--- src/rtl/stripes_nbin_serializer_pkg.sv ---
// Shared definitions for the Stripes NBin bit-serial transmitter: default sizes,
// FSM state encoding and the precision clamp rule.
package stripes_nbin_serializer_pkg;

  localparam int N_DEF      = 16;
  localparam int TI_DEF     = 16;
  localparam int PREC_W_DEF = 5;

  typedef enum logic {
    ST_IDLE  = 1'b0,
    ST_SHIFT = 1'b1
  } state_e;

  // A zero or oversized precision means "send the full neuron width".
  function automatic int clamp_prec(input int p, input int n);
    return (p == 0 || p > n) ? n : p;
  endfunction

endpackage

--- src/rtl/stripes_lead_one_detect.sv ---
// Finds the highest set bit position (+1) across all lanes of a block.
// An all-zero block reports 1 so that exactly one zero slice is still sent.
module stripes_lead_one_detect
  import stripes_nbin_serializer_pkg::*;
#(
  parameter int N      = N_DEF,
  parameter int Ti     = TI_DEF,
  parameter int PREC_W = PREC_W_DEF
) (
  input  logic [N*Ti-1:0]   blk_i,
  output logic [PREC_W-1:0] prec_o
);

  logic [Ti-1:0][N-1:0] lanes;
  logic [N-1:0]         any_bit;

  assign lanes = blk_i;

  always_comb begin
    any_bit = '0;
    for (int k = 0; k < Ti; k++) any_bit |= lanes[k];
  end

  always_comb begin
    prec_o = PREC_W'(1);
    for (int b = 0; b < N; b++)
      if (any_bit[b]) prec_o = PREC_W'(b + 1);
  end

endmodule

--- src/rtl/stripes_nbin_serializer.sv ---
// Double-buffered MSB-first bit-serial transmitter for Stripes neuron blocks.
// Define STRIPES_DYN_PREC_EN to trim precision to the block's leading one.
module stripes_nbin_serializer
  import stripes_nbin_serializer_pkg::*;
#(
  parameter int N      = N_DEF,
  parameter int Ti     = TI_DEF,
  parameter int PREC_W = PREC_W_DEF
) (
  input  logic              clk,
  input  logic              reset,
  input  logic              i_valid,
  output logic              o_ready,
  input  logic [N*Ti-1:0]   i_neurons,
  input  logic [PREC_W-1:0] i_precision,
  input  logic              i_stall,
  output logic              o_valid,
  output logic [Ti-1:0]     o_bits,
  output logic              o_first_cycle,
  output logic              o_last_cycle,
  output logic [PREC_W-1:0] o_precision
);

  localparam int CNT_W = (N > 1) ? $clog2(N) : 1;

  typedef struct packed {
    logic [Ti-1:0][N-1:0] data;
    logic [PREC_W-1:0]    prec;
  } slot_t;

  logic [Ti-1:0][N-1:0] in_blk;
  logic [PREC_W-1:0]    prec_clamp;
  logic [PREC_W-1:0]    prec_eff;

  slot_t                shadow_q;
  logic                 shadow_full_q;
  logic [Ti-1:0][N-1:0] active_q;
  logic [PREC_W-1:0]    act_prec_q;
  logic [CNT_W-1:0]     cnt_q;
  state_e               state_q;

  logic                 valid_q;
  logic                 first_q;
  logic                 last_q;
  logic [Ti-1:0]        bits_q;
  logic [PREC_W-1:0]    prec_q;

  logic                 accept;
  logic                 reload;
  logic [CNT_W-1:0]     msb_idx;
  logic [Ti-1:0]        lane_bit;

  assign in_blk     = i_neurons;
  assign prec_clamp = PREC_W'(clamp_prec(int'(i_precision), N));

`ifdef STRIPES_DYN_PREC_EN
  logic [PREC_W-1:0] lead_prec;

  stripes_lead_one_detect #(
    .N      (N),
    .Ti     (Ti),
    .PREC_W (PREC_W)
  ) u_lod (
    .blk_i  (i_neurons),
    .prec_o (lead_prec)
  );

  assign prec_eff = (lead_prec < prec_clamp) ? lead_prec : prec_clamp;
`else
  assign prec_eff = prec_clamp;
`endif

  assign accept  = i_valid && !shadow_full_q;
  // Shadow moves to active from IDLE, or on the last bit of a block so blocks abut.
  assign reload  = !i_stall && shadow_full_q && (state_q == ST_IDLE || cnt_q == '0);
  assign msb_idx = CNT_W'(act_prec_q - PREC_W'(1));

  for (genvar k = 0; k < Ti; k++) begin : g_lane
    assign lane_bit[k] = active_q[k][cnt_q];
  end

  always_ff @(posedge clk or posedge reset) begin
    if (reset) begin
      shadow_q      <= '0;
      shadow_full_q <= 1'b0;
    end else begin
      if (accept) begin
        shadow_q.data <= in_blk;
        shadow_q.prec <= prec_eff;
      end
      shadow_full_q <= accept | (shadow_full_q & ~reload);
    end
  end

  always_ff @(posedge clk or posedge reset) begin
    if (reset) begin
      state_q    <= ST_IDLE;
      active_q   <= '0;
      act_prec_q <= '0;
      cnt_q      <= '0;
      valid_q    <= 1'b0;
      first_q    <= 1'b0;
      last_q     <= 1'b0;
      bits_q     <= '0;
      prec_q     <= '0;
    end else if (!i_stall) begin
      if (state_q == ST_SHIFT) begin
        valid_q <= 1'b1;
        bits_q  <= lane_bit;
        first_q <= (cnt_q == msb_idx);
        last_q  <= (cnt_q == '0);
        prec_q  <= act_prec_q;
      end else begin
        valid_q <= 1'b0;
        bits_q  <= '0;
        first_q <= 1'b0;
        last_q  <= 1'b0;
      end

      if (reload) begin
        active_q   <= shadow_q.data;
        act_prec_q <= shadow_q.prec;
        cnt_q      <= CNT_W'(shadow_q.prec - PREC_W'(1));
        state_q    <= ST_SHIFT;
      end else if (state_q == ST_SHIFT) begin
        if (cnt_q == '0) state_q <= ST_IDLE;
        else             cnt_q   <= cnt_q - CNT_W'(1);
      end
    end
  end

  assign o_ready       = !shadow_full_q;
  assign o_valid       = valid_q;
  assign o_bits        = bits_q;
  assign o_first_cycle = first_q;
  assign o_last_cycle  = last_q;
  assign o_precision   = prec_q;

endmodule

--- config.mk ---
export PLATFORM = sky130hd
export DESIGN_NAME = stripes_nbin_serializer
export DESIGN_NICKNAME = d
export VERILOG_FILES = /design/src/rtl/stripes_nbin_serializer_pkg.sv /design/src/rtl/stripes_lead_one_detect.sv /design/src/rtl/stripes_nbin_serializer.sv
export SDC_FILE = /design/constraint.sdc
export NUM_CORES = 1
export LEC_CHECK = 0
export BUFFER_PORTS_ARGS = -buffer_cell sky130_fd_sc_hd__buf_2
export CAP_MARGIN = 30
export CORE_MARGIN = 10
export CORE_UTILIZATION = 58
export CTS_CLUSTER_DIAMETER = 40
export DETAILED_ROUTE_END_ITERATION = 8
export PLACE_DENSITY = 0.8
export SYNTH_ARGS = -nofsm -noshare
export SYNTH_HDL_FRONTEND = slang
export SYNTH_SLANG_ARGS = --single-unit
export TNS_END_PERCENT = 20
--- constraint.sdc ---
create_clock -name clk -period 21.2 [get_ports clk]
set_input_delay 4.24 -clock clk [delete_from_list [all_inputs] [get_ports clk]]
set_output_delay 4.24 -clock clk [all_outputs]
set_load 0.02 [all_outputs]
# --- After elaboration in Yosys (flattened, before gate mapping) ---
# Index checks and enable logic that the tools add are counted.
totals:
  register_bits: 552
  input_bits: 265
  word_cells: 110
classes:
  n_addsub: 3
  magnitude_cmp: 2
  eq_ne: 2
  mux: 43
  bitwise: 5
  reduce_logical: 13
ops:
  columns: ["op", "n"]
  rows:
  - ["binary-select mux 1 bit (select 4 bit)", 16]
  - ["2-to-1 mux 1 bit", 22]
  - ["2-to-1 mux 16 bit", 1]
  - ["2-to-1 mux 4 bit", 3]
  - ["subtractor 4 x 1 -> 4 bit, second input constant", 3]
  - ["greater-than comparator 5 bit, second input constant", 1]
  - ["zero test 5 bit", 1]
  - ["less-than comparator 4 x 5 -> 1 bit, second input constant", 1]
  - ["2-to-1 mux 5 bit", 1]
  - ["equality test 4 bit", 1]
  - ["zero test 4 bit", 1]
  - ["AND reduction 2 bit", 2]
  - ["logical AND 1 bit", 3]
  - ["inverter 1 bit", 3]
  - ["AND reduction 3 bit", 1]
  - ["zero test 1 bit", 2]
  - ["logical OR 1 bit", 2]
  - ["!= test 2 bit, second input constant", 1]
  - ["nonzero test 2 bit", 1]
  - ["bitwise AND 1 bit", 1]
  - ["bitwise OR 1 bit", 1]

# --- Longest topological paths before layout ---
# Gate-level depths: netlist (run 1).
logic_depth:
  ltp_word: 6
  depth_mapped: 10

# --- Worst setup path before layout (run 1) ---
# OpenSTA, ideal clock, no wires.
synth_timing:
  path_type: "input-to-reg"
  startpoint: "input i_stall"
  endpoint: "register cnt_q[2]"
  setup_time_ns: 0.134
  t_arrival_ns: 5.584
  setup_slack_ns: 15.482
  cell_stages: 10
  n_path_buf: 3
  path_cell_list: "clkbuf_1 > nor2b_1 > and2_1 > buf_2 > buf_4 > nand2_1 > a21boi_0 > ha_1 > a221oi_1 > o22ai_1"
synth_via:
  elab_chain_cells: 5
  elab_cells_between_ends: 8
  cone_classes: "eq/ne (1); mux (1); bitwise (1); reduce/logical (5)"
synth_rtl:
  columns: ["element", "line", "text"]
  rows:
  - ["from (decl)", "stripes_nbin_serializer.sv:16", "input logic i_stall,"]
  - ["zero test 1 bit", null, null]
  - ["logical AND 1 bit (2 in a row)", "stripes_nbin_serializer.sv:75", "assign reload = !i_stall && shadow_full_q && (state_q == ST_IDLE || cnt_q == '0);"]
  - ["!= test 2 bit (no line) or nonzero test 2 bit (tied branches)", null, null]
  - ["AND reduction 3 bit (no line)", null, null]
  - ["to (signal assigned)", "stripes_nbin_serializer.sv:123", "cnt_q <= CNT_W'(shadow_q.prec - PREC_W'(1));"]
  - ["to (signal assigned)", "stripes_nbin_serializer.sv:127", "else cnt_q <= cnt_q - CNT_W'(1);"]
  - ["to (decl)", "stripes_nbin_serializer.sv:39", "logic [CNT_W-1:0] cnt_q;"]
# Parallel ways exist; a longest one is shown, timed or not.
# A chain may end at the register's enable or synchronous reset.

# --- Worst setup path in the final report (run 1) ---
layout_timing:
  startpoint: "input i_stall"
  endpoint: "register active_q[44] (netlist bit)"
layout_via:
  elab_chain_cells: 4
  elab_cells_between_ends: 5
  cone_classes: "bitwise (1); reduce/logical (4)"
layout_rtl:
  columns: ["element", "line", "text"]
  rows:
  - ["zero test 1 bit", null, null]
  - ["logical AND 1 bit (2 in a row)", "stripes_nbin_serializer.sv:75", null]
  - ["AND reduction 2 bit (no line) (*)", null, null]
  - ["to (signal assigned)", "stripes_nbin_serializer.sv:121", "active_q <= shadow_q.data;"]
  - ["to (decl)", "stripes_nbin_serializer.sv:37", "logic [Ti-1:0][N-1:0] active_q;"]
# Every way passes the cells marked *; elsewhere a longest branch is shown, timed or not.

==> results of run 1 <==
layout make-up:
cell class,count,area (sq um)
Clock inverter,36,437
Fill cell,2877,11700
Timing Repair Buffer,313,1770
Tap cell,518,648
Sequential cell,552,13800
Clock buffer,91,1950
Inverter,6,30.0
Multi-Input combinational cell,1833,8430
cells in the mapped netlist:
library cell / count / area share (%)
buf_2: 54 / 1.2
nand3b_1: 5 / 0.16
a221o_1: 16 / 0.70
buf_4: 12 / 0.39
or4_1: 1 / 0.033
a21oi_1: 20 / 0.44
o22ai_1: 33 / 0.90
nand2b_1: 4 / 0.11
xor2_1: 1 / 0.038
inv_1: 5 / 0.082
ha_1: 3 / 0.16
o41ai_1: 2 / 0.076
a21boi_0: 2 / 0.066
clkbuf_1: 77 / 1.3
or2_2: 1 / 0.027
o21ai_0: 7 / 0.15
o41ai_4: 1 / 0.12
a32o_1: 1 / 0.044
nor2_1: 21 / 0.34
or3_1: 1 / 0.027
clkinv_1: 1 / 0.016
nor3_1: 4 / 0.087
and2_1: 1 / 0.027
mux2i_1: 2 / 0.087
buf_6: 1 / 0.049
buf_1: 6 / 0.098
mux2_2: 69 / 3.4
a221oi_1: 1 / 0.038
nor2b_1: 2 / 0.055
nand2_1: 1597 / 26
xnor2_1: 5 / 0.19
mux4_2: 32 / 3.1
dfrtp_1: 552 / 60
o211a_1: 1 / 0.044
logic make-up after synthesis:
| family | synth area share, % |
|---|---|
| buf+inv | 3.08 |
| fa+ha+maj | 0.164 |
| xor+xnor | 0.229 |
| mux | 6.62 |
| simple gates | 27.0 |
| flops | 60.3 |
| compound gates | 2.58 |
registers in the layout (all words and copies together) (netlist names):
| register | cells |
|---|---|
| active_q | 256 |
| o_last_cycle | 1 |
| o_first_cycle | 1 |
| cnt_q | 4 |
| state_q | 1 |
| o_bits | 16 |
| shadow_q | 261 |
| act_prec_q | 5 |
| shadow_full_q | 1 |
| o_precision | 5 |
| o_valid | 1 |
per-stage QoR:
step | area [sq um] | cells | utilization, %
after floorplan | 22900 | 2541 | -
after global placement | 24500 | 3214 | 63.1
after detailed placement | 24600 | 3219 | 63.4
after CTS | 27000 | 3346 | 69.6
after global routing | 27100 | 3349 | 69.8
final | 27100 | 3349 | 69.8
critical path: cells and delay by family:
kind | cells | cell delay, ns
buf+inv | 3 | 2.28
simple gates | 4 | 1.11
routing by layer:
metal,vias to the layer above,share of wire (%),track usage (%)
li1,8416,-,-
met1,8801,42,32.9
met2,616,48,40.7
met3,130,6.7,5.33
met4,0,3.2,9.47
met5,-,0,0
power groups by stage:
stage	clock network, mW	logic (mW)	registers (mW)
2_1_floorplan	0	0.786	1.79
3_3_place_gp	0	0.966	1.86
3_5_place_dp	0	1.03	1.87
4_1_cts	1.22	1.06	1.87
5_1_grt	1.27	1.19	1.93
6_report	1.21	1.05	1.87
worst min-delay path by stage:
stage / to / slack [ns]
2_1_floorplan: act_prec_q[4] / 0.44
3_3_place_gp: active_q[166] / 0.44
3_5_place_dp: active_q[52] / 0.45
4_1_cts: active_q[139] / 0.46
5_1_grt: active_q[139] / 0.48
6_report: active_q[239] / 0.46
placed cells by master (no fill, tap or decap), types with 4 or more instances in the layout:
| master | count |
|---|---|
| inv_6 | 8 |
| o22ai_1 | 33 |
| a221o_1 | 16 |
| nor2_1 | 20 |
| buf_4 | 15 |
| dfrtp_1 | 549 |
| xnor2_1 | 5 |
| a21oi_1 | 20 |
| inv_1 | 4 |
| o21ai_0 | 7 |
| clkbuf_8 | 8 |
| clkinv_2 | 9 |
| clkbuf_1 | 11 |
| clkinv_4 | 7 |
| buf_2 | 289 |
| clkbuf_16 | 72 |
| buf_16 | 5 |
| bufinv_16 | 7 |
| nand2_1 | 1595 |
| nand3b_1 | 5 |
| nor3_1 | 4 |
| mux4_2 | 32 |
| mux2_2 | 69 |
==> results.yml, run 1 <==
timing:
  max-slew-margin-rel_pct: 33.1
  post-route-period-util_pct: 34.5
  worstMarginPinSlew_ns: 1.00
  drv_slew: 0
  final-hold-violation-count: 0
  fin_setup_tns_ns: 0
  min_period_ns: 7.31
  setup_violations: 0
  hold_ws_ns: 0.463
  grt_setup_unrepaired: "no"
  timing.fmax_mhz: 137
  fin_ws_ns: 13.89
  skew_ns: 0.0210
power:
  powerDensity_nw_per_um2: 152
  p_int_mw: 2.76
  switching_power_mw: 1.36
  p_clk_share_pct: 29.2
  sw_frac_of_total_pct: 33.1
  seq_power_share_pct: 45.4
  p_comb_share_pct: 25.4
  power.leakage_nw: 14.8
  power_mw: 4.12
  peakVddDrop_mv: 0.0843
logic_synthesis:
  syn_avg_cell_area_sq_um: 9.02
  syn_nets: 2809
  synth_cell_types: 34
  yosys_warnings: 0
  ys_seq_area_share_pct: 60.3
  syn_inst: 2541
  syn_area_sq_um: 22900
  ys_seq_elements: 552
clocking:
  cts_inserted_buffers: 69
  cts_max_path_buffers: 3
  hold_buffers: 0
  post-cts-setup-buffer-count: 0
  tritoncts: "built"
  cts-root-buf: "clkbuf_16"
  post_cts_resized: 0
  cts_htree_levels: 3
  clock_sinks: 552
  clkLatencyLatePin_ns: 0.59
  clk_pin_slew_ns: 0.05
final_layout:
  fin_nets: 3043
  diodes: 0
  area_growth_pct: 18.2
  drive_above_1_share_pct: 19.2
setup_path:
  reg2reg_slack_ns: 17.20
  crit_end: "active_q[44]"
  crit_type: "in2reg"
  worst_r2r_endpoint: "active_q[44]"
  r2r_start: "cnt_q[0]"
  crit_fanout: 97
  crit_arrival_ns: 7.82
  crit_start: "i_stall"
  critPathRequiredTime_ns: 21.71
  cpPeakStageDelay_ns: 0.87
  critPathSlowestCell: "buf_4"
  rr_worst_depth: 7
  critPathCaptureType: "flop"
  worstPathCellList: "buf_2, nor2b_1, nand2_4, buf_4, buf_4, nand2_1, nand2_1"
  start_kind: "input port"
global_routing:
  grt_pass1_wl_um: 96700
  antenna_found_initial: 0
  grt_max_degree: 160
  globalRouteOverflowTotal: 0
  first_global_vias: 19000
  grt.total_usage_pct: 25.1
placement:
  io_buffers: 289
  place_ws_ns: 13.40
  hpwl_um: 37700
  gp_congestion: 0.850
routing:
  drc_errors: 0
  drt-initial-drc-count: 1728
  dr.pass1.iters: 5
  viasPerCell: 5.36
  antenna_left: 0
  avgRoutedWirePerCell_um: 17.9
  vias: 18000
  wl_um: 60000
worst_hold_path:
  hold_depth: 2
  worstHoldStart: "shadow_q[244]"
  hold_path_class: "reg2reg"
floorplan:
  num_rows: 72
  ios: 290
  dieArea_sq_um: 47900
  die_width_um: 219
  initial_core_util_pct: 59.0
  core_area_sq_um: 38800
  die_y_um: 219
run:
  cap_violations: 0
outcome:
  status: "finished, final reports clean"
Power figures use the tool's default switching activity.
==> inputs of run 2 (changes only) <==
CORE_UTILIZATION = 52   (was 58)
PLACE_DENSITY = 0.76   (was 0.8)
clock period = 6.35 ns   (was 21.2 ns; I/O delays follow)
==> results.yml, run 2 (synthesis gave the netlist of run 1 again) <==
outcome:
  status: "finished, final reports clean"
clocking:
  hold_buffers: 0
  cts_htree_levels: 3
  post-cts-setup-buffer-count: 0
  clock_sinks: 552
  tritoncts: "built"
  cts_max_path_buffers: 3
  clkLatencyLatePin_ns: 0.62
  clk_pin_slew_ns: 0.06
  post_cts_resized: 0
  cts-root-buf: "clkbuf_16"
  cts_inserted_buffers: 80
setup_path:
  r2r_start: "cnt_q[0]"
  critPathCaptureType: "flop"
  critPathRequiredTime_ns: 6.78
  crit_fanout: 208
  crit_type: "in2reg"
  rr_worst_depth: 5
  crit_arrival_ns: 3.76
  start_kind: "input port"
  reg2reg_slack_ns: 3.19
  worst_r2r_endpoint: "o_bits[2]"
routing:
  drt-initial-drc-count: 1552
  antenna_left: 0
  avgRoutedWirePerCell_um: 17.3
  wl_um: 59500
  vias: 17900
  viasPerCell: 5.20
  drc_errors: 0
  dr.pass1.iters: 5
final_layout:
  nFillCells: 3524
  final_common_cell: "nand2_1"
  utilization_pct: 63.3
  area_growth_pct: 19.8
  multiInputGateArea_sq_um: 8430
  largest_reg_flops: 261
  drive_above_1_share_pct: 19.9
  design_area_sq_um: 27400
  regMostFlops: "shadow_q"
  layout_common_cells: "nand2_1, dfrtp_1, buf_2"
  fin_nets: 3051
  regArea_sq_um: 13800
timing:
  max-slew-margin-rel_pct: 20.7
  final-hold-violation-count: 0
  fin_ws_ns: 3.02
  worstMarginPinSlew_ns: 1.19
  timing.fmax_mhz: 301
  post-route-period-util_pct: 52.4
  grt_setup_unrepaired: "no"
  skew_ns: 0.0245
  setup_violations: 0
  min_period_ns: 3.33
  drv_slew: 0
floorplan:
  initial_core_util_pct: 52.8
  ios: 290
  core_area_sq_um: 43400
  die_y_um: 230
  num_rows: 76
  dieArea_sq_um: 52900
  die_width_um: 230
worst_hold_path:
  whs_endpoint: "active_q[87]"
  hold_depth: 2
  hold_path_class: "reg2reg"
  worstHoldStart: "shadow_q[92]"
power:
  switching_power_mw: 4.70
  power.leakage_nw: 14.9
  p_clk_share_pct: 31.6
  seq_power_share_pct: 44.0
  p_comb_share_pct: 24.4
  powerDensity_nw_per_um2: 515
  p_int_mw: 9.44
  sw_frac_of_total_pct: 33.2
  peakVddDrop_mv: 0.236
placement:
  placed_area_sq_um: 24700
  place_ws_ns: 2.59
  io_buffers: 289
  hpwl_um: 37100
  gp_congestion: 0.782
global_routing:
  antenna_found_initial: 6
  globalRouteOverflowTotal: 0
  first_global_vias: 18600
  grt.total_usage_pct: 22.4
  grt_max_degree: 212
  grt_pass1_wl_um: 96300
run:
  cap_violations: 0
-- run 2: layout make-up --
cell class	count	area share, %
diodes	2	0.0182
multi-input cells	1833	30.7
flip-flops and latches	552	50.4
clock inverters	56	2.25
clock buffers	92	7.76
repair buffers	310	6.13
inverters	6	0.0958
well taps	585	2.67
-- run 2: worst max-delay path by stage --
stage	end	from	cells after the start
after floorplan	act_prec_q[0]	reset	1
after global placement	cnt_q[3]	i_stall	5
after detailed placement	cnt_q[3]	i_stall	5
after CTS	o_bits[3]	cnt_q[0]	5
after global routing	active_q[239]	i_stall	6
final	cnt_q[3]	i_stall	5
-- run 2: power groups by stage --
stage                     Sequential (mW)  Clock [mW]  Combinational, mW
after floorplan                      5.97           0               2.62
after global placement               6.15           0               3.29
after detailed placement             6.24           0               3.45
after CTS                            6.21        4.53               3.50
after global routing                 6.42        4.69               3.94
final                                6.22        4.47               3.45
-- run 2: through the flow --
stage / total power, mW / hold slack (ns) / std cells / TNS, ns
3_3_place_gp: 9.45 / 0.446 / 3284 / 0
5_1_grt: 15.0 / 0.475 / 3435 / 0
6_report: 14.1 / 0.458 / 3436 / 0
2_1_floorplan: 8.59 / 0.439 / 2541 / -1342.37
4_1_cts: 14.2 / 0.463 / 3434 / 0
3_5_place_dp: 9.69 / 0.448 / 3286 / 0
-- run 2: metal layers --
layer,share of wire [%],up-vias,routed length [um],track usage (%)
li1,-,8442,-,-
met1,43,8727,25500,29.1
met2,47,566,28100,36.2
met3,7.2,126,4270,5.86
met4,2.6,8,1530,7.03
met5,0.096,-,57,0
-- run 2: critical path, cell delays in order --
cell and delay [ns]:
buf_2 0.57, nor2b_1 0.23, nand2_4 0.52, buf_12 0.53
o21ai_0 0.21
==> inputs of run 3 (changes only) <==
clock period = 2.7 ns   (was 6.35 ns; I/O delays follow)
==> results.yml, run 3 (synthesis gave the netlist of run 1 again) <==
clocking:
  cts_max_path_buffers: 3
  post_cts_resized: 0
  cts_inserted_buffers: 76
  clkLatencyLatePin_ns: 0.60
  hold_buffers: 0
  cts-root-buf: "clkbuf_16"
  post-cts-setup-buffer-count: 0
  clock_sinks: 552
  cts_htree_levels: 3
  clk_pin_slew_ns: 0.06
  tritoncts: "built"
final_layout:
  largest_reg_flops: 261
  utilization_pct: 63.6
  layout_common_cells: "nand2_1, dfrtp_1, buf_2"
  multiInputGateArea_sq_um: 8430
  regArea_sq_um: 13800
  diodes: 0
  drive_above_1_share_pct: 20.0
  nFillCells: 3556
  area_growth_pct: 20.4
  fin_nets: 3060
  regMostFlops: "shadow_q"
  final_common_cell: "nand2_1"
floorplan:
  dieArea_sq_um: 52900
  initial_core_util_pct: 52.8
  die_width_um: 230
  die_y_um: 230
  ios: 290
  core_area_sq_um: 43400
  num_rows: 76
worst_hold_path:
  hold_path_class: "in2async"
routing:
  antenna_left: 0
  viasPerCell: 5.19
  drc_errors: 0
  drt-initial-drc-count: 1463
  vias: 17900
  dr.pass1.iters: 5
  wl_um: 61000
  avgRoutedWirePerCell_um: 17.7
timing:
  fin_setup_tns_ns: 0
  timing.fmax_mhz: 433
  post-route-period-util_pct: 85.5
  grt_setup_unrepaired: "no"
  max-slew-margin-rel_pct: 49.1
  min_period_ns: 2.31
  final-hold-violation-count: 0
  drv_slew: 0
  worstMarginPinSlew_ns: 0.764
  skew_ns: 0.0156
  setup_violations: 0
placement:
  hpwl_um: 39100
  io_buffers: 289
  gp_congestion: 0.837
power:
  power_mw: 33.3
  powerDensity_nw_per_um2: 1210
  power.leakage_nw: 15.0
  peakVddDrop_mv: 0.657
run:
  cap_violations: 0
setup_path:
  start_kind: "flop"
  critPathCaptureType: "flop"
  crit_fanout: 7
  r2r_start: "cnt_q[3]"
  reg2reg_slack_ns: 0.39
  crit_type: "reg2reg"
  worst_r2r_endpoint: "cnt_q[2]"
  critPathRequiredTime_ns: 3.16
  rr_worst_depth: 7
  crit_arrival_ns: 2.77
  crit_start: "cnt_q[3]"
global_routing:
  globalRouteOverflowTotal: 0
  antenna_found_initial: 3
  grt.total_usage_pct: 23.1
  grt_pass1_wl_um: 98900
  first_global_vias: 18900
  grt_max_degree: 140
outcome:
  status: "finished, final reports clean"
## run 3: changes by cell type in the layout (fill, tap and decap cells not counted), sizes merged
cell / previous run / this run
buf: 310 / 323
bufinv: 6 / 7
clkbuf: 92 / 94
clkinv: 21 / 16
clkinvlp: 12 / 9
diode: 2 / 0
inv: 23 / 21
## run 3: routing by layer
metal	track usage, %	part of all wire [%]	vias up
met5	0	0.067	-
met4	7.09	2.4	6
met3	5.59	7.1	110
met2	37.3	48	562
met1	30.4	43	8724
li1	-	-	8467
## run 3: cell type report
cell class	instances	area share, %
Clock buffer	94	7.70
Inverter	6	0.0953
Sequential cell	552	50.1
Timing Repair Buffer	323	6.90
Clock inverter	47	1.97
Multi-Input combinational cell	1833	30.6
Tap cell	585	2.65
## run 3: how the worst max path moves through the flow
stage / endpoint / slack [ns] / depth (start not counted)
finish: cnt_q[2] / 0.39 / 7
global route: cnt_q[2] / 0.25 / 7
global placement: o_bits[5] / 0.49 / 5
floorplan: act_prec_q[0] / -5.35 / 1
detailed placement: cnt_q[2] / 0.39 / 7
CTS: cnt_q[2] / 0.39 / 7
## run 3: critical path: stages (launching register included)
cell	delay (ns)
dfrtp_1	0.50
o41ai_4	0.57
and2_4	0.29
nand2_1	0.08
a21boi_0	0.13
ha_1	0.26
a221oi_1	0.26
o22ai_1	0.11
## run 3: through the flow
step                      hold WS [ns]  std cells  cell area [sq um]  setup WS (ns)
after floorplan                  0.439       2541              22900          -5.35
after global routing             0.116       3440              27600          0.250
after global placement           0.445       3299              24900          0.491
after detailed placement         0.451       3299              24900          0.390
after CTS                       0.0941       3440              27600          0.389
final                            0.109       3440              27600          0.391
## run 3: power by group
part           switching, mW  leakage [nW]  internal [mW]  total [mW]
combinational           4.65          6.67           3.62        8.27
sequential              2.43          7.01           12.3        14.7
clock                   3.93          1.30           6.38        10.3
total                   11.0          15.0           22.3        33.3
